`src/rtl/ysyx_23060187_lsu_pkg.sv`:
```
// ============================================================================
// Module      : ysyx_23060187_lsu_pkg
// Description : Shared encodings for the load/store unit and its lane aligner.
// Revision    : 1.0 - initial release
// ============================================================================
`default_nettype none

package ysyx_23060187_lsu_pkg;

    localparam logic [1:0] SZ_B = 2'd0;
    localparam logic [1:0] SZ_H = 2'd1;
    localparam logic [1:0] SZ_W = 2'd2;
    localparam logic [1:0] SZ_X = 2'd3;

    localparam logic [1:0] ST_IDLE = 2'd0;
    localparam logic [1:0] ST_REQ  = 2'd1;
    localparam logic [1:0] ST_WAIT = 2'd2;
    localparam logic [1:0] ST_RESP = 2'd3;

    typedef logic [1:0] state_t;

    // An access that cannot be issued: illegal size or not naturally aligned.
    function automatic logic access_bad(input logic [1:0] size, input logic [1:0] off);
        logic bad;
        bad = 1'b0;
        case (size)
            SZ_B:    bad = 1'b0;
            SZ_H:    bad = off[0];
            SZ_W:    bad = (off != 2'b00);
            default: bad = 1'b1;
        endcase
        return bad;
    endfunction

endpackage

`default_nettype wire

```
`src/rtl/ysyx_23060187_lsu_align.sv`:
```
// ============================================================================
// Module      : ysyx_23060187_lsu_align
// Description : Byte-lane mask / store replication and load extract / extend.
// Revision    : 1.0 - initial release
// ============================================================================
`default_nettype none

module ysyx_23060187_lsu_align
    import ysyx_23060187_lsu_pkg::*;
(
    input  logic [1:0]  size,
    input  logic [1:0]  off,
    input  logic        is_unsigned,
    input  logic [31:0] wdata,
    input  logic [31:0] rdata,
    output logic [3:0]  wmask,
    output logic [31:0] wdata_lanes,
    output logic [31:0] rdata_ext
);

    logic [7:0]  rd_byte;
    logic [15:0] rd_half;

    always_comb begin
        rd_byte = rdata[7:0];
        case (off)
            2'd0:    rd_byte = rdata[7:0];
            2'd1:    rd_byte = rdata[15:8];
            2'd2:    rd_byte = rdata[23:16];
            default: rd_byte = rdata[31:24];
        endcase
    end

    // Halves are only ever taken from an even offset.
    assign rd_half = off[1] ? rdata[31:16] : rdata[15:0];

    always_comb begin
        wmask       = 4'b0000;
        wdata_lanes = 32'd0;
        rdata_ext   = 32'd0;
        case (size)
            SZ_B: begin
                wmask       = 4'b0001 << off;
                wdata_lanes = {4{wdata[7:0]}};
                rdata_ext   = is_unsigned ? {24'd0, rd_byte} : {{24{rd_byte[7]}}, rd_byte};
            end
            SZ_H: begin
                wmask       = 4'b0011 << off;
                wdata_lanes = {2{wdata[15:0]}};
                rdata_ext   = is_unsigned ? {16'd0, rd_half} : {{16{rd_half[15]}}, rd_half};
            end
            SZ_W: begin
                wmask       = 4'b1111;
                wdata_lanes = wdata;
                rdata_ext   = rdata;
            end
            default: begin
                wmask       = 4'b0000;
                wdata_lanes = 32'd0;
                rdata_ext   = 32'd0;
            end
        endcase
    end

endmodule

`default_nettype wire

```
`src/rtl/ysyx_23060187_lsu.sv`:
```
// ============================================================================
// Module      : ysyx_23060187_lsu
// Description : Multi-cycle load/store unit with a req/gnt/rvalid memory port.
// Revision    : 1.0 - initial release
// ============================================================================
`default_nettype none

module ysyx_23060187_lsu
    import ysyx_23060187_lsu_pkg::*;
#(
    parameter int unsigned TIMEOUT = 255
) (
    input  logic        clk,
    input  logic        rst,
    input  logic        req_valid,
    output logic        req_ready,
    input  logic        req_wen,
    input  logic [1:0]  req_size,
    input  logic        req_unsigned,
    input  logic [31:0] req_addr,
    input  logic [31:0] req_wdata,
    output logic        resp_valid,
    output logic [31:0] resp_rdata,
    output logic        resp_err,
    output logic        mem_req,
    input  logic        mem_gnt,
    output logic        mem_we,
    output logic [31:0] mem_addr,
    output logic [31:0] mem_wdata,
    output logic [3:0]  mem_wmask,
    input  logic        mem_rvalid,
    input  logic [31:0] mem_rdata
);

    localparam int CNT_W = (TIMEOUT > 1) ? $clog2(TIMEOUT) : 1;
    localparam logic [CNT_W-1:0] TO_LAST = CNT_W'((TIMEOUT == 0) ? 0 : TIMEOUT - 1);

    state_t           state;
    logic             wen;
    logic [1:0]       size;
    logic             is_unsigned;
    logic [1:0]       off;
    logic [CNT_W-1:0] cnt;

    logic [1:0]  al_size;
    logic [1:0]  al_off;
    logic        al_unsigned;
    logic [3:0]  lane_wmask;
    logic [31:0] lane_wdata;
    logic [31:0] load_ext;
    logic        req_bad;
    logic        timeout_hit;

    assign req_ready = (state == ST_IDLE);
    assign req_bad   = access_bad(req_size, req_addr[1:0]);

    // The cnt-th REQ/WAIT cycle is the last one allowed; a gnt/rvalid there loses.
    assign timeout_hit = (TIMEOUT != 0) && (cnt == TO_LAST);

    // One aligner serves both directions: incoming request in IDLE, latched access after.
    assign al_size     = req_ready ? req_size       : size;
    assign al_off      = req_ready ? req_addr[1:0]  : off;
    assign al_unsigned = req_ready ? req_unsigned   : is_unsigned;

    ysyx_23060187_lsu_align u_align (
        .size        (al_size),
        .off         (al_off),
        .is_unsigned (al_unsigned),
        .wdata       (req_wdata),
        .rdata       (mem_rdata),
        .wmask       (lane_wmask),
        .wdata_lanes (lane_wdata),
        .rdata_ext   (load_ext)
    );

    always_ff @(posedge clk or negedge rst) begin
        if (!rst) begin
            state       <= ST_IDLE;
            wen         <= 1'b0;
            size        <= SZ_B;
            is_unsigned <= 1'b0;
            off         <= 2'b00;
            cnt         <= '0;
            resp_valid  <= 1'b0;
            resp_rdata  <= 32'd0;
            resp_err    <= 1'b0;
            mem_req     <= 1'b0;
            mem_we      <= 1'b0;
            mem_addr    <= 32'd0;
            mem_wdata   <= 32'd0;
            mem_wmask   <= 4'b0000;
        end else begin
            case (state)
                ST_IDLE: begin
                    cnt        <= '0;
                    resp_valid <= 1'b0;
                    resp_rdata <= 32'd0;
                    resp_err   <= 1'b0;
                    if (req_valid) begin
                        wen         <= req_wen;
                        size        <= req_size;
                        is_unsigned <= req_unsigned;
                        off         <= req_addr[1:0];
                        if (req_bad) begin
                            state      <= ST_RESP;
                            resp_valid <= 1'b1;
                            resp_err   <= 1'b1;
                        end else begin
                            state     <= ST_REQ;
                            mem_req   <= 1'b1;
                            mem_we    <= req_wen;
                            mem_addr  <= {req_addr[31:2], 2'b00};
                            mem_wdata <= req_wen ? lane_wdata : 32'd0;
                            mem_wmask <= req_wen ? lane_wmask : 4'b0000;
                        end
                    end
                end
                ST_REQ: begin
                    cnt <= cnt + 1'b1;
                    if (timeout_hit || mem_gnt) begin
                        mem_req   <= 1'b0;
                        mem_we    <= 1'b0;
                        mem_addr  <= 32'd0;
                        mem_wdata <= 32'd0;
                        mem_wmask <= 4'b0000;
                    end
                    if (timeout_hit) begin
                        state      <= ST_RESP;
                        resp_valid <= 1'b1;
                        resp_err   <= 1'b1;
                    end else if (mem_gnt) begin
                        if (wen) begin
                            state      <= ST_RESP;
                            resp_valid <= 1'b1;
                        end else begin
                            state <= ST_WAIT;
                        end
                    end
                end
                ST_WAIT: begin
                    cnt <= cnt + 1'b1;
                    if (timeout_hit) begin
                        state      <= ST_RESP;
                        resp_valid <= 1'b1;
                        resp_err   <= 1'b1;
                    end else if (mem_rvalid) begin
                        state      <= ST_RESP;
                        resp_valid <= 1'b1;
                        resp_rdata <= load_ext;
                    end
                end
                ST_RESP: begin
                    state      <= ST_IDLE;
                    resp_valid <= 1'b0;
                    resp_rdata <= 32'd0;
                    resp_err   <= 1'b0;
                end
                default: begin
                    state <= ST_IDLE;
                end
            endcase
        end
    end

endmodule

`default_nettype wire

```
`config.mk`:
```
export PLATFORM = sky130hd
export DESIGN_NAME = ysyx_23060187_lsu
export DESIGN_NICKNAME = d
export VERILOG_FILES = /design/src/rtl/ysyx_23060187_lsu_pkg.sv /design/src/rtl/ysyx_23060187_lsu_align.sv /design/src/rtl/ysyx_23060187_lsu.sv
export SDC_FILE = /design/constraint.sdc
export NUM_CORES = 1
export LEC_CHECK = 0
export CAP_MARGIN = 10
export CORE_MARGIN = 5
export CORE_UTILIZATION = 45
export CTS_CLUSTER_DIAMETER = 150
export DETAILED_ROUTE_END_ITERATION = 10
export GPL_TIMING_DRIVEN = 1
export PLACE_DENSITY = 0.79
export SLEW_MARGIN = 20
export SYNTH_ARGS = -nofsm -noshare
export SYNTH_HDL_FRONTEND = slang
export SYNTH_SLANG_ARGS = --single-unit
```
`constraint.sdc`:
```
create_clock -name clk -period 4.3 [get_ports clk]
set_input_delay 1.075 -clock clk [delete_from_list [all_inputs] [get_ports clk]]
set_output_delay 1.075 -clock clk [all_outputs]
set_load 0.05 [all_outputs]
```
Word level (Yosys, flattened, before mapping) --
Cells that the tools add are included.
Cells by class: add/subtract/negate cells 1, eq/ne operators 19, shifts and indexed selects 2, muxes and demuxes 53, reductions and logical operators 16
Operators with widths (count):
- $mux 32 | 10
- $pmux 32 s2 | 3
- $pmux 32 s3 | 2
- $pmux 8 s3 | 1
- $mux 16 | 1
- $mux 2 | 8
- $mux 4 | 4
- $pmux 8 s2 | 1
- $mux 1 | 15
- $pmux 4 s3 | 1
- $eq 2x2->1 const B | 5
- $ne 2x2->1 const B | 5
- $ne 3x3->1 const B | 3
- $reduce_and 3->1 | 3
- $add 8x1->8 const B | 1
- $eq 2x1->1 const B | 4
- $eq 8x8->1 const B | 1
- $logic_not 2->1 | 4
- $pmux 2 s4 | 1
- $pmux 4 s2 | 1
- $reduce_bool 2->1 | 4
- $pmux 1 s3 | 2
- $pmux 1 s2 | 2
- $pmux 1 s4 | 1
- 7 further kinds | 8
Word-level totals: register bits after elaboration 120, bits of input ports 105, output and inout port bits 105, word-level logic and storage cells 105

Longest topological paths before layout --
Gate-level depths: netlist (run 1).
word-level depth 9, mapped depth 11, depth with buffers taken out 7

By module --
A second synthesis (run 1) with hierarchy kept.
Unflattened totals: cell total of the unflattened synthesis 558, area total of the unflattened synthesis 6060.8 um^2
By module, submodules not included:
- ysyx_23060187_lsu | instances 1, cells an instance 393, area each 4914.7 um^2
- ysyx_23060187_lsu_align | instances 1, cells an instance 165, area each 1146.1 um^2

Worst setup path after synthesis (run 1) --
OpenSTA, ideal clock, no wires.
kind reg2reg, start register state[0], end register resp_rdata[22], library setup time 132 ps, arrival 2515 ps, path slack 1653 ps, stages on the path, launching flop included 11, buffers on the path 3, clock period less this slack 2647 ps, path through dfrtp_1 inv_1 ha_1 buf_6 mux2i_2 mux2_1 and3_1 buf_6 buf_6 a221oi_2 o21ai_1
On the way: cells in the longest elaborated chain, start to end 9
Ends and longest elaborated chain:
- from (decl) | RTL line ysyx_23060187_lsu.sv:38 | state_t state;
- from (signal assigned) | RTL line ysyx_23060187_lsu.sv:78 | state <= ST_IDLE;
- from (signal assigned) | RTL line ysyx_23060187_lsu.sv:105 | state <= ST_RESP;
- from (signal assigned) | RTL line ysyx_23060187_lsu.sv:109 | state <= ST_REQ;
- $logic_not 2->1 * | RTL line ysyx_23060187_lsu.sv:54 | assign req_ready = (state == ST_IDLE);
- named net req_ready | RTL line ysyx_23060187_lsu.sv:16 | output logic req_ready,
- $mux 2 | RTL line ysyx_23060187_lsu.sv:62 | assign al_off = req_ready ? req_addr[1:0] : off;
- $eq 2x2->1 (tied with other cells) | RTL line ysyx_23060187_lsu_align.sv:26 | case (off)
- $pmux 8 s3 | RTL line ysyx_23060187_lsu_align.sv:26
- $mux 32 | RTL line ysyx_23060187_lsu_align.sv:45 | rdata_ext = is_unsigned ? {24'd0, rd_byte} : {{24{rd_byte[7]}}, rd_byte};
- $pmux 32 s3 | RTL line ysyx_23060187_lsu_align.sv:41 | case (size)
- $mux 32 | RTL line ysyx_23060187_lsu.sv:146 | end else if (mem_rvalid) begin
- $mux 32 | RTL line ysyx_23060187_lsu.sv:142 | if (timeout_hit) begin
- $pmux 32 s2 | RTL line ysyx_23060187_lsu.sv:93 | case (state)
- to (signal assigned) | RTL line ysyx_23060187_lsu.sv:149 | resp_rdata <= load_ext;
- to (decl) | RTL line ysyx_23060187_lsu.sv:23 | output logic [31:0] resp_rdata,
The timed path passes the listed nets; every way through them passes the cells marked *. The select of a mux whose other input is x is not followed. A chain may end at the register's enable or synchronous reset.

Final worst setup path (run 1) --
start register state[1], end output req_ready
On the way: cells in the longest elaborated chain, start to end 1
Ends and longest elaborated chain (RTL line):
- $logic_not 2->1 | ysyx_23060187_lsu.sv:54
- to (decl) | ysyx_23060187_lsu.sv:16
No other way between the ends.

==> results.txt, run 1 <==
----------------------------------------------------
[STA]
  Post-Route Setup TNS ... 0 ps
  Crit share post-route ... 0.8068
  Total count of hold-check failures in the final report ... 0
  Headroom to the max-slew limit ... 0.3999
  Max Slew Vio Count ... 0
  Endpoints failing setup ... 0
  Slew at the pin with the worst max-slew slack ... 897.9 ps
  Tmin final ... 3469 ps
  Max Fclk ... 0.2882 GHz
  Post-route clock skew ... 6.270 ps
  RSZ-0062 raised after global routing ... false

[Setup path]
  CP required ... 3220 ps
  Worst Setup End Kind ... output port
  Maximum single-stage delay on the critical path ... 910 ps
  Setup CP Type ... reg2out
  Type of element launching the critical path ... flop
  Maximum fanout encountered on the critical timing path ... 8
  Critical-path top delay cell ... clkdlybuf4s50_1
  Worst path arrival time ... 2390 ps
  Cell chain of the critical path ... inv_1 > ha_1 > clkdlybuf4s50_1

[Finish]
  Antenna Cells ... 0
  FF/Latch Area ... 2953 sq um
  Share of layout cells above drive strength 1 ... 0.1114
  Area used by multi-input combinational logic ... 2883 sq um
  Filler cell count ... 1038
  Final standard cell area without fillers ... 8820 sq um
  Layout Area Growth over Synthesis ... 42.72%
  Final layout net count ... 935

[Synthesis]
  Post-synthesis xor/xnor area fraction ... 0.002835
  Syn avg cell area ... 9.732 sq um
  Count of different cell masters after synthesis ... 67
  Most frequent cell after synthesis ... nand2_1
  Post-synthesis cell type with the largest combined area ... dfrtp_1
  Dominant combinational cell family by area after synthesis ... compound AO/OA/AOI/OAI gates
  Compound-Gate Fraction of Synth Area ... 0.2563
  Most common library cells after synthesis ... 172 x nand2_1, 118 x dfrtp_1, 48 x o21ai_0
  Proportion of synthesized flip-flops having asynchronous set or reset ... 1.000
  Portion of synthesized cell area occupied by the leading cell type ... 0.4778
  Ranking of synthesized cells by area ... dfrtp_1 48%, nand2_1 10%, a221oi_2 4.6%, o21ai_0 3.9%, o31ai_1 3.9%
  Seq/Total Area, Yosys ... 0.4778
  Number of flops mapped to enable cells by yosys ... 0
  Syn Std Cell Area ... 6180 sq um
  Cell count after synthesis ... 635
  Post-synthesis adder-cell area fraction ... 0.01417
  Multiplexer fraction of the synthesized cell area ... 0.04657
  Most used DFF post-synth ... dfrtp_1
  Post-Synth Simple-Gate Area ... 0.1433
  Synthesized flop and latch total ... 118
  Number of synthesis warnings ... 0

[Global routing]
  Initial antenna violation count ... 0
  GRT Residual Overflow ... 0
  Total routing usage reported by global routing ... 0.2349
  First-pass GRT wire length ... 30220 um
  Via count of the first global-routing pass ... 5667
  Maximum number of pins on one net before global-route repair ... 137

[Pwr]
  Total leakage power ... 3.674 nW
  Power density normalized to cell area ... 881.1 nW/um^2
  Worst-case vdd ir drop ... 0.3673 mV

[Clock network]
  Cts hold-fix bufs ... 0
  Longest Clk Path Bufs ... 2
  Worst-skew pair later-pin latency ... 410 ps
  TritonCTS Buffers ... 17
  TritonCTS clock tree ... done
  Number of sinks on the clock net ... 118
  CTS root buffer ... clkbuf_16
  Post-CTS clock slew at the launch and capture registers of the worst setup and hold paths ... 50 ps
  Setup fix buffers added after clock tree synthesis ... 0
  Htree depth ... 4
  CTS-repair resized insts ... 0

[Die]
  Vertical die dimension ... 127.2 um
  Number of top-level design ports ... 210
  Width of the chip ... 127.2 um
  Initial cell density of the core ... 0.4630
  Row cnt ... 42
  Die area ... 16180 sq um
  Core outline area ... 13350 sq um

[Drt]
  Post-detailed-route wirelength per cell ... 19.16 um
  Final ANT Viol Nets ... 0
  First-pass iteration count of the detailed router ... 5
  Via/cell ratio ... 5.744
  Detailed Route Iter0 Violations ... 619
  DRC Markers ... 0
  Count of vias placed by the detailed router ... 5807
  Sum of routed wire length over all layers ... 19370 um

[Placement]
  I/O Buffers ... 207
  Weighted congestion at the end of routability-driven global placement ... 0.8938
  Detailed placer's ending HPWL ... 14000 um
  Total cell area at the placement stage ... 8247 sq um

[Run]
  Max-capacitance violation count ... 0

[Run status]
  Run status ... finished, final reports clean

[Hold path]
  Min-delay worst type ... reg2reg

----------------------------------------------------
## logic make-up (layout without fill, tap and decap cells)
| family | Yosys count | in the layout |
|---|---|---|
| compound gates | 213 | 213 |
| mux | 25 | 25 |
| buf+inv | 58 | 257 |
| simple gates | 211 | 211 |
| other cells | 1 | 2 |
| fa+ha+maj | 7 | 7 |
| flops | 118 | 118 |
| xor+xnor | 2 | 2 |
## final timing paths
check,startpoint,to,slack [ps],depth (start not counted)
min,mem_addr[10]$_DFFE_PN0P_,mem_addr[10]$_DFFE_PN0P_,480,2
max reg2reg,state[1]$_DFFE_PN0P_,resp_rdata[29]$_DFFE_PN0P_,1160,8
max in group asynchronous,rst,mem_wmask[1]$_DFFE_PN0P_,2600,2
min in group asynchronous,rst,resp_rdata[21]$_DFFE_PN0P_,770,1
min reg2reg,mem_addr[10]$_DFFE_PN0P_,mem_addr[10]$_DFFE_PN0P_,480,2
max,state[1]$_DFFE_PN0P_,req_ready,830,3
## area by class of cell
type                    count  area share
flip-flops and latches    118      0.3348
well taps                 176     0.02497
inverters                   9    0.003830
clock inverters            12     0.01475
clock buffers              19     0.05022
multi-input cells         460      0.3269
repair buffers            217      0.2446
## through the flow
| step | cells | power, mW | hold WS, ps | setup WS (ps) | util |
|---|---|---|---|---|---|
| after floorplan | 636 | 5.109 | 451.4 | 1653 | - |
| final | 1011 | 7.771 | 477.5 | 830.6 | 0.6608 |
| after global routing | 1011 | 8.194 | 497.2 | 756.7 | 0.6608 |
| after global placement | 980 | 6.240 | 460.1 | 736.1 | 0.6178 |
| after CTS | 1011 | 7.785 | 479.8 | 818.5 | 0.6608 |
| after detailed placement | 980 | 6.389 | 467.8 | 598.0 | 0.6178 |
## sequential cells by signal, summed over array words and instances, names as in the netlist
name         count
off              2
is_unsigned      1
resp_rdata      32
resp_err         1
mem_wdata       32
mem_we           1
mem_addr        30
cnt              8
state            2
mem_wmask        4
size             2
resp_valid       1
mem_req          1
wen              1
## critical path, delay by kind of cell (launching register included)
family	cells	cell delay (ps)
buffers and inverters	2	1070
DFF	1	420
adders and majority gates	1	500
## placed cells by master (no fill, tap or decap), drive strengths merged, types with 11 or more instances in the layout
cell / n
clkdlybuf4s50: 206
nand2: 172
dfrtp: 118
o21ai: 81
o31ai: 32
a221oi: 25
a21oi: 20
clkbuf: 19
mux2: 17
a21boi: 15
nor2: 12
buf: 11
## report_power, final
group / internal, mW / total, mW / switching (mW)
sequential: 1.52 / 1.78 / 0.264
combinational: 1.56 / 4.62 / 3.06
clock: 0.862 / 1.37 / 0.508
## routing by layer
layer | wire (um) | track usage | vias to the layer above | share of wire
li1 | - | - | 2654 | -
met1 | 7800 | 0.2971 | 2806 | 0.40
met2 | 9427 | 0.3892 | 306 | 0.49
met3 | 1645 | 0.06010 | 41 | 0.085
met4 | 494 | 0.08896 | 0 | 0.026
met5 | 0 | 0 | - | 0
Note: power is estimated with default switching activity, not from simulation.
==> run 2, diff against run 1 <==
- clock period: 4.3 -> 3.5 ns (I/O delays scaled with it)
==> run 2 against run 1 <==
Against the previous run: largest cell class unchanged; global-route usage is 0.92 points higher; highest routed layer unchanged; first-iteration DRC count up 14%; wire length rose by 2.8%; critical endpoint is now resp_rdata[19]$_DFFE_PN0P_; clock power up 37%; via count grew 1.5%; core utilization is 0.72 points higher; hold slack got worse by 54 ps; non-clock buffer count grew 3; critical path type is now reg2reg; combinational power increased by 24%; count of clock-buffer cells in the layout decreased by 1; die area stayed put.
==> results.txt, run 2 (synthesis gave the netlist of run 1 again) <==
----------------------------------------------------
[Global routing]
  First-pass GRT wire length ... 31530 um
  GRT Residual Overflow ... 0
  Initial antenna violation count ... 0
  Via count of the first global-routing pass ... 5803
  Total routing usage reported by global routing ... 0.2441
  Maximum number of pins on one net before global-route repair ... 83

[Drt]
  Count of vias placed by the detailed router ... 5896
  Met2 layer wire length in the routed design ... 9894 um
  Sum of routed wire length over all layers ... 19920 um
  Final ANT Viol Nets ... 0
  Via/cell ratio ... 5.809
  Post-detailed-route wirelength per cell ... 19.62 um
  Detailed Route Iter0 Violations ... 708
  Uppermost metal layer occupied by signal nets ... met4
  DRC Markers ... 0
  First-pass iteration count of the detailed router ... 6
  Total met3 wirelength after detailed routing ... 1692 um
  Met1 Routed Length ... 7863 um

[Die]
  Die area ... 16180 sq um
  Core outline area ... 13350 sq um
  Number of top-level design ports ... 210
  Initial cell density of the core ... 0.4630
  Row cnt ... 42
  Vertical die dimension ... 127.2 um
  Width of the chip ... 127.2 um

[Finish]
  Layout Area Growth over Synthesis ... 44.28%
  Share of layout cells above drive strength 1 ... 0.1180
  Final standard cell area without fillers ... 8916 sq um
  Final layout net count ... 938
  Area used by multi-input combinational logic ... 2883 sq um
  FF/Latch Area ... 2953 sq um
  Most frequent cells in the layout ... 205 x clkdlybuf4s50_1, 172 x nand2_1, 118 x dfrtp_1
  Antenna Cells ... 0
  Filler cell count ... 1024
  Biggest regs ... mem_wdata x32, resp_rdata x32, mem_addr x30
  Most frequent standard cell in the layout excluding fill and tap cells ... clkdlybuf4s50_1

[Clock network]
  Setup fix buffers added after clock tree synthesis ... 0
  Number of sinks on the clock net ... 118
  Worst-skew pair later-pin latency ... 420 ps
  TritonCTS Buffers ... 17
  CTS-repair resized insts ... 0
  Longest Clk Path Bufs ... 2
  Cts hold-fix bufs ... 0
  Post-CTS clock slew at the launch and capture registers of the worst setup and hold paths ... 60 ps
  TritonCTS clock tree ... done
  CTS root buffer ... clkbuf_16
  Htree depth ... 4

[Setup path]
  Cell chain of the critical path ... inv_1 > ha_1 > mux2_2 > nor2_2 > and3_1 > a221oi_1 > o21ai_1
  Maximum fanout encountered on the critical timing path ... 18
  Critical-path top delay cell ... and3_1
  CP required ... 3840 ps
  Type of element launching the critical path ... flop
  Worst flop-to-flop path startpoint ... state[0]$_DFFE_PN0P_
  Critical path startpoint ... state[0]$_DFFE_PN0P_
  Setup CP Type ... reg2reg
  Worst Setup End Kind ... flop
  Worst path arrival time ... 3460 ps
  Maximum single-stage delay on the critical path ... 760 ps

[STA]
  Post-Route Setup TNS ... 0 ps
  Headroom to the max-slew limit ... 0.3682
  Max Fclk ... 0.3212 GHz
  Post-route clock skew ... 7.865 ps
  Total count of hold-check failures in the final report ... 0
  Slew at the pin with the worst max-slew slack ... 945.4 ps
  Crit share post-route ... 0.8894
  RSZ-0062 raised after global routing ... false
  Tmin final ... 3113 ps
  Max Slew Vio Count ... 0
  Endpoints failing setup ... 0

[Run status]
  Run status ... finished, final reports clean

[Run]
  Max-capacitance violation count ... 0

[Placement]
  Total cell area at the placement stage ... 8279 sq um
  Detailed placer's ending HPWL ... 14280 um
  Weighted congestion at the end of routability-driven global placement ... 0.8942
  I/O Buffers ... 207

[Hold path]
  Min-delay worst type ... in2async

[Pwr]
  Worst-case vdd ir drop ... 0.6012 mV
  Power density normalized to cell area ... 1100 nW/um^2
  Total leakage power ... 3.723 nW

----------------------------------------------------
run 2: cell count changes in the layout (fill, tap and decap cells not counted), moves of 2 or more:
| cell | delta |
|---|---|
| inv_6 | +2 |
| buf_4 | +3 |
| clkinv_2 | -2 |
| bufinv_16 | +2 |
run 2: area by class of cell:
type                    instances  share of cell area
multi-input cells             460              0.3233
clock inverters                14             0.02217
well taps                     176             0.02470
repair buffers                220              0.2456
flip-flops and latches        118              0.3312
inverters                       9            0.003789
clock buffers                  18             0.04926
run 2: worst max-delay path: cells and delay by family (launching register included):
family	cells	cell delay, ps
adders and majority gates	1	700
DFF	1	440
muxes	1	540
AOI/OAI and AO/OA	2	320
and+or+nand+nor	2	890
buffers and inverters	1	140
run 2: path summary, 6_finish.rpt:
check                                                  end  slack, ps  cells after the start
worst min-delay path            resp_rdata[21]$_DFFE_PN0P_        420                      1
worst max-delay path            resp_rdata[19]$_DFFE_PN0P_        390                      7
worst min register to register   mem_wdata[22]$_DFFE_PN0P_        480                      2
min in group clk                 mem_wdata[22]$_DFFE_PN0P_        480                      2
worst max register to register  resp_rdata[19]$_DFFE_PN0P_        390                      7
max in group asynchronous         mem_addr[16]$_DFFE_PN0P_       2280                      2
run 2: metrics by stage:
| stage | power [mW] | instances | util | hold slack (ps) | setup WS (ps) |
|---|---|---|---|---|---|
| floorplan | 6.277 | 636 | - | 451.4 | 852.6 |
| global placement | 7.721 | 983 | 0.6203 | 459.6 | 493.0 |
| detailed placement | 7.899 | 983 | 0.6203 | 465.6 | 337.5 |
| CTS | 9.811 | 1015 | 0.6680 | 439.2 | 409.3 |
| global route | 10.32 | 1015 | 0.6680 | 471.5 | 137.3 |
| finish | 9.804 | 1015 | 0.6680 | 423.3 | 387.0 |
run 2: per-layer routing:
metal  vias to the layer above  global-route usage
met3                        40             0.05301
met1                      2863              0.3096
li1                       2671                   -
met2                       322              0.4147
met4                         0             0.08328
met5                         -                   0
run 2: power breakdown:
group,switching [mW],internal [mW]
Clock,0.662,1.21
Combinational,3.80,1.93
Sequential,0.322,1.87
==> run 3, diff against run 2 <==
- CTS_BUF_LIST: unset -> sky130_fd_sc_hd__clkbuf_8 sky130_fd_sc_hd__clkbuf_16
==> results of run 3 <==
The final DEF is identical to that of run 2; final timing and power are the same.
